$ cat config.mk
export PLATFORM = sky130hd
export DESIGN_NAME = ex_issue_ctrl
export DESIGN_NICKNAME = d
export VERILOG_FILES = /design/src/rtl/ex_pkg.sv /design/src/rtl/ex_lat_cnt.sv /design/src/rtl/ex_issue_ctrl.sv
export SDC_FILE = /design/constraint.sdc
export NUM_CORES = 1
export LEC_CHECK = 0
export CORE_MARGIN = 2
export CORE_UTILIZATION = 46
export CTS_BUF_LIST = sky130_fd_sc_hd__clkbuf_4 sky130_fd_sc_hd__clkbuf_8
export CTS_CLUSTER_DIAMETER = 200
export DETAILED_ROUTE_END_ITERATION = 12
export PLACE_DENSITY_LB_ADDON = 0.25
export SLEW_MARGIN = 20
export SYNTH_ARGS = -nofsm -noshare
export SYNTH_HDL_FRONTEND = slang
export SYNTH_SLANG_ARGS = --single-unit
$ cat constraint.sdc
create_clock -name clk -period 10.12 [get_ports clk]
set_input_delay 2.024 -clock clk [delete_from_list [all_inputs] [get_ports clk]]
set_output_delay 2.024 -clock clk [all_outputs]
set_load 0.05 [all_outputs]
$ cat src/rtl/ex_pkg.sv
// Shared constants and types for the execute-stage issue/collect controller.
package ex_pkg;

  localparam logic [4:0] OP_OP  = 5'b01100;
  localparam logic [4:0] OP_IMM = 5'b00100;

  localparam int unsigned DEF_ALU_LAT = 1;
  localparam int unsigned DEF_MUL_LAT = 4;

  typedef enum logic [1:0] {
    IDLE,
    WAIT,
    DONE
  } state_t;

  // Counter width large enough for the longer of the two latencies.
  function automatic int unsigned cnt_width(input int unsigned alu_lat, input int unsigned mul_lat);
    int unsigned m;
    m = (mul_lat > alu_lat) ? mul_lat : alu_lat;
    return $clog2(m + 1);
  endfunction

endpackage

$ cat src/rtl/ex_lat_cnt.sv
// Loadable latency down-counter; expire flags the last waiting cycle (cnt==1).
module ex_lat_cnt #(
  parameter int unsigned W = 3
) (
  input  logic         clk,
  input  logic         rst,
  input  logic         clr,
  input  logic         load,
  input  logic         dec,
  input  logic [W-1:0] load_val,
  output logic         expire
);

  logic [W-1:0] cnt;

  always_ff @(posedge clk or posedge rst) begin
    if (rst) begin
      cnt <= '0;
    end else if (clr) begin
      cnt <= '0;
    end else if (load) begin
      cnt <= load_val;
    end else if (dec && cnt != '0) begin
      cnt <= cnt - W'(1);
    end
  end

  assign expire = (cnt == W'(1));

endmodule

$ cat src/rtl/ex_issue_ctrl.sv
// Execute-stage issue/collect controller: ID handshake in, fixed-latency ALU request, WB handshake out.
// Optional performance counters are enabled with the EX_PERF_CNT_EN macro.
module ex_issue_ctrl
  import ex_pkg::*;
#(
  parameter int unsigned XLEN    = 32,
  parameter int unsigned ALU_LAT = DEF_ALU_LAT,
  parameter int unsigned MUL_LAT = DEF_MUL_LAT
) (
  input  logic            clk,
  input  logic            rst,
  input  logic            flush,
  input  logic            id_valid,
  output logic            id_ready,
  input  logic [4:0]      id_op,
  input  logic [2:0]      id_fun_3,
  input  logic            id_fun_7,
  input  logic            id_mulbit,
  input  logic [XLEN-1:0] id_operand1,
  input  logic [XLEN-1:0] id_operand2,
  input  logic [4:0]      id_rd,
  output logic [4:0]      alu_op,
  output logic [2:0]      alu_fun_3,
  output logic            alu_fun_7,
  output logic            alu_mulbit,
  output logic [XLEN-1:0] alu_operand1,
  output logic [XLEN-1:0] alu_operand2,
  input  logic [XLEN-1:0] alu_result,
  output logic            wb_valid,
  input  logic            wb_ready,
  output logic [XLEN-1:0] wb_result,
  output logic [4:0]      wb_rd,
  output logic            busy
`ifdef EX_PERF_CNT_EN
  ,
  output logic [31:0]     perf_stall_cycles,
  output logic [31:0]     perf_mul_ops
`endif
);

  localparam int unsigned   CW    = cnt_width(ALU_LAT, MUL_LAT);
  localparam logic [CW-1:0] ALU_L = CW'(ALU_LAT);
  localparam logic [CW-1:0] MUL_L = CW'(MUL_LAT);

  state_t    state;
  logic [4:0] rd_q;
  logic       accept;
  logic       is_mul;
  logic       expire;

  assign id_ready = ~rst & ~flush & ((state == IDLE) | ((state == DONE) & wb_ready));
  assign accept   = id_valid & id_ready;
  assign is_mul   = (id_op == OP_OP) & id_mulbit;
  assign busy     = (state != IDLE);

  ex_lat_cnt #(.W(CW)) u_lat_cnt (
    .clk      (clk),
    .rst      (rst),
    .clr      (flush),
    .load     (accept),
    .dec      (state == WAIT),
    .load_val (is_mul ? MUL_L : ALU_L),
    .expire   (expire)
  );

  always_ff @(posedge clk or posedge rst) begin
    if (rst) begin
      state        <= IDLE;
      alu_op       <= '0;
      alu_fun_3    <= '0;
      alu_fun_7    <= 1'b0;
      alu_mulbit   <= 1'b0;
      alu_operand1 <= '0;
      alu_operand2 <= '0;
      rd_q         <= '0;
      wb_valid     <= 1'b0;
      wb_result    <= '0;
      wb_rd        <= '0;
    end else if (flush) begin
      state    <= IDLE;
      wb_valid <= 1'b0;
    end else begin
      // A retire in DONE and a new accept share one edge, so accept is handled outside the case.
      if (accept) begin
        alu_op       <= id_op;
        alu_fun_3    <= id_fun_3;
        alu_fun_7    <= id_fun_7;
        alu_mulbit   <= id_mulbit;
        alu_operand1 <= id_operand1;
        alu_operand2 <= id_operand2;
        rd_q         <= id_rd;
      end
      case (state)
        IDLE: begin
          if (accept) state <= WAIT;
        end
        WAIT: begin
          if (expire) begin
            wb_result <= alu_result;
            wb_rd     <= rd_q;
            wb_valid  <= 1'b1;
            state     <= DONE;
          end
        end
        DONE: begin
          if (wb_ready) begin
            wb_valid <= 1'b0;
            state    <= accept ? WAIT : IDLE;
          end
        end
        default: state <= IDLE;
      endcase
    end
  end

`ifdef EX_PERF_CNT_EN
  always_ff @(posedge clk or posedge rst) begin
    if (rst) begin
      perf_stall_cycles <= '0;
      perf_mul_ops      <= '0;
    end else begin
      if (id_valid && !id_ready) perf_stall_cycles <= perf_stall_cycles + 32'd1;
      if (accept && is_mul)      perf_mul_ops      <= perf_mul_ops + 32'd1;
    end
  end
`endif

endmodule

* After elaboration in Yosys (flattened, before gate mapping)
Index checks and enable logic that the tools add are counted.
** Word-level totals
- Bits in registers :: 122
- Latch bits :: 0
- Memory bits (writable) :: 0
- ROM bits :: 0
- Input port bits :: 116
- Output and inout port bits :: 114
- Logic and storage cells :: 52
- Memories kept :: 0
** Cells by class
- Add/subtract/negate cells :: 1
- $mul :: 0
- Div/mod/pow operators :: 0
- $lt $le $gt $ge :: 0
- Eq/ne operators :: 7
- Shifts and indexed selects :: 0
- Mux-type cells :: 14
- Bitwise gates (word level) :: 8
- Reductions and logical operators :: 10
** Operators by type and width (number)
- $mux 3 :: 4
- $ne 3x3->1 const B :: 3
- $reduce_and 3->1 :: 3
- $reduce_bool 3->1 :: 3
- $mux 2 :: 4
- $pmux 2 s3 :: 1
- $and 1x1->1 :: 5
- $eq 5x4->1 const B :: 1
- $mux 1 :: 4
- $eq 3x1->1 const B :: 1
- $sub 3x1->3 const B :: 1
- $eq 2x1->1 const B :: 1
- $eq 2x2->1 const B :: 1
- $logic_not 2->1 :: 1
- $not 1->1 :: 2
- $pmux 1 s2 :: 1
- $reduce_and 2->1 :: 1
- $reduce_bool 2->1 :: 1
- $logic_and 1x1->1 :: 1
- $or 1x1->1 :: 1

* Longest topological paths before layout
Gate-level depths: netlist (run 1).
- Word-level depth :: 9
- Depth in mapped cells :: 6

* By module
A second synthesis (run 1) with hierarchy kept.
** Unflattened totals
- Cells, all modules :: 295
- Area total of the unflattened synthesis :: 4812.1 um^2
** Modules (own cells, without submodules)
- ex_issue_ctrl :: times used 1, cells each 270, area an instance 4549.4 um^2, seq. area each 2977.9 um^2
- ex_lat_cnt :: times used 1, cells each 25, area an instance 262.8 um^2, seq. area each 75.1 um^2

* Least setup slack after synthesis (run 1)
Ideal clock, no wire load.
- Path type :: input port to output port
- From :: input flush
- To :: output id_ready
- Arrival time :: 3.795 ns
- Setup slack :: 4.301 ns
- Cell stages on the path :: 2
- Path buffers :: 1
- Cells stage by stage :: clkbuf_2 nor4b_1
** Between the ends
- Cells in the longest elaborated chain, start to end :: 3
** Ends and longest elaborated chain
- start: declaration :: RTL line ex_issue_ctrl.sv:12 : input logic flush,
- $not 1->1 (no line)
- $and 1x1->1 (2 in series) :: RTL line ex_issue_ctrl.sv:51 : assign id_ready = ~rst & ~flush & ((state == IDLE) | ((state == DONE) & wb_ready));
- end: declaration :: RTL line ex_issue_ctrl.sv:14 : output logic id_ready,
No other way between the ends.

* Final worst setup path (run 1)
- From :: input wb_ready
- To :: output id_ready
** Between the ends
- Cells in the longest elaborated chain, start to end :: 3
** Ends and longest elaborated chain
- start: declaration :: RTL line ex_issue_ctrl.sv:30 : input logic wb_ready,
- $and 1x1->1 :: RTL line ex_issue_ctrl.sv:51
- $or 1x1->1 :: RTL line ex_issue_ctrl.sv:51
- $and 1x1->1 :: RTL line ex_issue_ctrl.sv:51
No other way between the ends.

==> results of run 1 <==
synthesized netlist by cell type:
library cell | number | area (um2)
a211oi_1 | 2 | 15.0
a21oi_1 | 4 | 20.0
and3b_1 | 1 | 8.76
buf_2 | 1 | 5.00
buf_4 | 1 | 7.51
buf_6 | 10 | 113
clkbuf_2 | 1 | 5.00
dfrtp_1 | 122 | 3050
ha_1 | 3 | 37.5
inv_1 | 4 | 15.0
mux2_1 | 1 | 11.3
mux2_2 | 47 | 529
mux2_4 | 68 | 1020
nand2_1 | 3 | 11.3
nand2_2 | 1 | 6.26
nand2b_1 | 3 | 18.8
nand4b_1 | 1 | 8.76
nor2_1 | 6 | 22.5
nor2b_1 | 2 | 12.5
nor4_1 | 1 | 6.26
nor4b_1 | 1 | 8.76
nor4b_2 | 1 | 15.0
o21ai_0 | 1 | 5.00
o21bai_1 | 1 | 7.51
o31ai_1 | 1 | 7.51
or2_2 | 1 | 6.26
xnor2_1 | 1 | 8.76
area by class of cell:
class	count	area (um2)	area share, %
Tap cell	140	175	2.23
Timing Repair Buffer	231	2310	29.5
Sequential cell	122	3050	38.9
Inverter	4	17.5	0.223
Clock inverter	11	216	2.76
Multi-Input combinational cell	150	1800	22.9
Clock buffer	21	277	3.52
layer usage:
metal / GRT usage (%) / routed length [um] / vias up
li1: - / - / 1481
met3: 9.83 / 1290 / 10
met5: 0 / 0 / -
met1: 23.7 / 4560 / 1587
met4: 6.59 / 106 / 0
met2: 33.0 / 5560 / 154
where the power goes:
group          leakage [nW]  total (mW)  internal, mW  switching [mW]
Combinational          1.86       0.906         0.363           0.542
Sequential             1.51       0.679         0.610          0.0688
Clock                 0.239       0.524         0.337           0.187
logic make-up after synthesis:
logic type	Yosys count	share of synthesized area, %
DFF	122	61.2
muxes	116	31.3
adders and majority gates	3	0.753
and+or+nand+nor	21	2.51
buffers and inverters	17	2.91
AOI/OAI and AO/OA	9	1.10
xor gates and xnor gates	1	0.176
final timing paths:
kind                           from                to  slack, ns  cells past startpoint
setup / recovery           wb_ready          id_ready       4.27                      4
setup reg to reg           state[1]           rd_q[3]       7.68                      4
hold / removal              rd_q[1]           rd_q[1]       0.50                      1
min in group asynchronous       rst     wb_result[20]       2.08                      2
max in group asynchronous       rst  u_lat_cnt.cnt[2]       6.96                      3
hold reg to reg             rd_q[1]           rd_q[1]       0.50                      1
state kept, by name (all words and copies together), names as in the netlist:
| signal | flops |
|---|---|
| wb_result | 32 |
| alu_operand2 | 32 |
| alu_fun_3 | 3 |
| wb_valid | 1 |
| alu_fun_7 | 1 |
| u_lat_cnt.cnt | 3 |
| wb_rd | 5 |
| rd_q | 5 |
| alu_op | 5 |
| alu_mulbit | 1 |
| state | 2 |
| alu_operand1 | 32 |
critical path, stage by stage:
cell,delay (ns)
clkdlybuf4s50_1,0.48
nand2b_1,0.20
nor4b_1,0.27
clkdlybuf4s50_1,0.86
==> flow_metrics.tcl, run 1 <==
set metrics [dict create \
    syn_inst 289 \
    skew_ns 0.00834 \
    drive_above_1_share_pct 28.6 \
    die_h_um 108 \
    grt_pass1_wl_mm 17.9 \
    wl_mm 11.5 \
    num-nets-final 645 \
    drv_slew 0 \
    dp_cells 647 \
    h-tree-depth 4 \
    crit_fanout 3 \
    p_leak_nw 3.61 \
    final_cell_mix "clkdlybuf4s50_1, dfrtp_1, mux2_4, mux2_2, clkbuf_8" \
    grt_max_degree 79 \
    initial_core_util_pct 46.6 \
    endpoint_kind "output port" \
    critPathKind "input port to output port" \
    place.gp.congestion 0.749 \
    finalInstanceArea_um2 7850 \
    diodes 0 \
    cp.arrival_ns 3.82 \
    fin_util_pct 73.3 \
    power_density_nw_per_um2 269 \
    irDropWorstVdd_mv 0.166 \
    io_pins 230 \
    first_pass_iters 4 \
    postCtsSetupRepairBufs 0 \
    seq_area_frac_synth_pct 61.2 \
    area_delta_synth_final_pct 57.3 \
    numCtsBuffers 17 \
    ctsHoldBuffers 0 \
    stdcell_count 679 \
    root_buffer "clkbuf_8" \
    mostFrequentLayoutCell "clkdlybuf4s50_1" \
    hold_class "flop to flop" \
    hold_viol_final 0 \
    grt-ovfl-total 0 \
    syn_area_per_cell_um2 17.3 \
    cts_sinks 122 \
    fp.coreArea_um2 10700 \
    cp-start-kind "input port" \
    drtIter0Drc 69 \
    antenna_left 0 \
    first_global_vias 3574 \
    antenna_found_initial 0 \
    fin_crit_ns 5.85 \
    drv_cap 0 \
    grt_util_all_layers_pct 20.3 \
    outcome "completed" \
    fmaxAchievable_mhz 171 \
    rsz0062_at_grt "no" \
    syn_area_um2 4990 \
    die-area_um2 11700 \
    timing.hold.ws_ns 0.503 \
    fillCellCount 726 \
    rows 38 \
    cp.required_ns 8.10 \
    total_power_mw 2.11 \
    cts_resized 0 \
    viasPerCell 4.76 \
    syn_nets 408 \
    slew_headroom_pct 42.1 \
    hpwl_mm 8.35 \
    ys_warn_count 0 \
    clkLatencyLatePin_ns 0.42 \
    post-route-period-util_pct 57.8 \
    worst_pin_slew_ns 0.865 \
    dp_slack_ns 4.29 \
    finalWorstSetupSlack_ns 4.27 \
    cts_tree "yes" \
    placed_area_um2 7350 \
    vias 3232 \
    numPortBuffers 229 \
    ys_seq_elements 122 \
    yosysUniqueCellTypes 27 \
    setup_violations 0 \
    route.detailed.drc 0 \
    clk_transition_reported_paths_ns 0.07 \
    cts_max_path_buffers 2 \
    routedWlPerCell_um 17.0 \
    die-width_um 108 \
    timing.setup.tns_ns 0 \
]
Power figures use the tool's default switching activity.
==> run 2: changes to the inputs <==
--- a/config.mk
+++ b/config.mk
@@ -6,7 +6,7 @@
 export NUM_CORES = 1
 export LEC_CHECK = 0
 export CORE_MARGIN = 2
-export CORE_UTILIZATION = 46
+export CORE_UTILIZATION = 39
 export CTS_BUF_LIST = sky130_fd_sc_hd__clkbuf_4 sky130_fd_sc_hd__clkbuf_8
 export CTS_CLUSTER_DIAMETER = 200
 export DETAILED_ROUTE_END_ITERATION = 12
==> constraint.sdc (replaced) <==
create_clock -name clk -period 4.9 [get_ports clk]
set_input_delay 0.98 -clock clk [delete_from_list [all_inputs] [get_ports clk]]
set_output_delay 0.98 -clock clk [all_outputs]
set_load 0.05 [all_outputs]
==> flow_metrics.tcl, run 2 (synthesis results as in run 1) <==
set metrics [dict create \
    fin_crit_ns 3.74 \
    slew_headroom_pct 42.2 \
    timing.setup.tns_ns 0 \
    hold_class "flop to flop" \
    io_pins 230 \
    antenna_found_initial 0 \
    cp.arrival_ns 2.76 \
    cp-start-kind "input port" \
    crit_fanout 3 \
    outcome "completed" \
    reg2reg_to "alu_operand2[26]" \
    largestRegisters "alu_operand1: 32 flops, alu_operand2: 32 flops, wb_result: 32 flops" \
    worst_pin_slew_ns 0.864 \
    place.gp.congestion 0.761 \
    placed_area_um2 7400 \
    rsz0062_at_grt "no" \
    setup_violations 0 \
    p_comb_share_pct 43.8 \
    clkPwrFrac_pct 23.3 \
    ctsHoldBuffers 0 \
    grt_util_all_layers_pct 16.5 \
    numCtsBuffers 17 \
    fillCellCount 956 \
    cts_resized 0 \
    wl_met1_mm 4.89 \
    hpwl_mm 8.29 \
    first_global_vias 3391 \
    postCtsSetupRepairBufs 0 \
    h-tree-depth 4 \
    wl_met3_mm 1.10 \
    rows 41 \
    hold_viol_final 0 \
    total_power_mw 4.25 \
    cts_tree "yes" \
    grt_max_degree 56 \
    p_leak_nw 3.61 \
    clk_transition_reported_paths_ns 0.07 \
    viasPerCell 4.58 \
    met2_length_mm 5.18 \
    mostFrequentLayoutCell "clkdlybuf4s50_1" \
    diodes 0 \
    grt_pass1_wl_mm 17.0 \
    die_h_um 117 \
    cts_max_path_buffers 2 \
    intPower_mw 2.63 \
    r2r_cells 4 \
    routedWlPerCell_um 15.9 \
    irDropWorstVdd_mv 0.279 \
    power_density_nw_per_um2 542 \
    fmaxAchievable_mhz 267 \
    top_layer_used "met4" \
    worstHoldStart "rd_q[1]" \
    r2r_setup_slack_ns 2.72 \
    drv_cap 0 \
    critPathKind "input port to output port" \
    post-route-period-util_pct 76.3 \
    endpoint_kind "output port" \
    fp.coreArea_um2 12600 \
    die-area_um2 13700 \
    finalInstanceArea_um2 7850 \
    final_cell_mix "clkdlybuf4s50_1, dfrtp_1, mux2_4, mux2_2, clkbuf_8" \
    r2r-start "state[0]" \
    skew_ns 0.00639 \
    numPortBuffers 229 \
    num-nets-final 647 \
    swShare_pct 38.1 \
    clkLatencyLatePin_ns 0.42 \
    die-width_um 117 \
    cts_sinks 122 \
    grt-ovfl-total 0 \
    first_pass_iters 4 \
    wl_mm 11.4 \
    antenna_left 0 \
    timing.hold.ws_ns 0.501 \
    initial_core_util_pct 39.7 \
    pwr-share-seq_pct 33.0 \
    root_buffer "clkbuf_8" \
    min_to "wb_rd[1]" \
    area_delta_synth_final_pct 57.5 \
    cp.required_ns 3.92 \
    drtIter0Drc 124 \
    drv_slew 0 \
    p_switching_mw 1.62 \
    vias 3262 \
    route.detailed.drc 0 \
    drive_above_1_share_pct 28.8 \
    hold_depth 1 \
]
run 2: cell count changes in the layout (fill, tap and decap cells not counted):
cell	previous run	this run
clkbuf_4	2	5
buf_6	1	0
clkbuf_8	19	20
clkinv_2	1	2
clkinv_4	1	0
bufinv_16	6	4
buf_4	1	4
clkinvlp_4	3	1
run 2: per-layer routing:
layer,global-route usage [%],vias up
met5,0,-
met4,7.06,0
met3,6.90,19
met2,24.4,161
met1,21.5,1584
li1,-,1498
run 2: power groups by stage:
stage | registers, mW | logic (mW) | clock network (mW)
floorplan | 2.26 | 0.357 | 0
global placement | 1.41 | 1.86 | 0
detailed placement | 1.41 | 1.88 | 0
CTS | 1.41 | 1.88 | 1.02
global route | 1.43 | 1.93 | 1.07
finish | 1.40 | 1.86 | 0.990
run 2: worst max path at each step:
stage | end | slack [ns] | start | depth (start not counted)
CTS | id_ready | 1.16 | wb_ready | 4
floorplan | alu_fun_3[0] | 0.68 | rst | 1
finish | id_ready | 1.16 | wb_ready | 4
global route | id_ready | 1.07 | wb_ready | 4
global placement | id_ready | 1.18 | wb_ready | 4
detailed placement | id_ready | 1.18 | wb_ready | 4
run 2: final cells by class:
| type | instances | area [um2] | area share, % |
|---|---|---|---|
| clock buffer | 25 | 313 | 3.98 |
| clock inverter | 7 | 138 | 1.75 |
| inverter | 4 | 17.5 | 0.223 |
| multi-input combinational | 150 | 1800 | 22.9 |
| sequential | 122 | 3050 | 38.9 |
| tap | 172 | 215 | 2.74 |
| timing repair buffer | 233 | 2320 | 29.6 |
run 2: stage by stage:
stage | utilization, % | std cells | setup slack, ns
final | 62.5 | 713 | 1.16
after global routing | 62.5 | 713 | 1.07
after CTS | 62.5 | 713 | 1.16
after global placement | 58.9 | 681 | 1.18
after detailed placement | 58.9 | 681 | 1.18
after floorplan | - | 289 | 0.677
run 2: worst max-delay path, stage by stage:
cell and delay, ns:
clkdlybuf4s50_1 0.48, nand2b_1 0.19, nor4b_1 0.25, clkdlybuf4s50_1 0.85
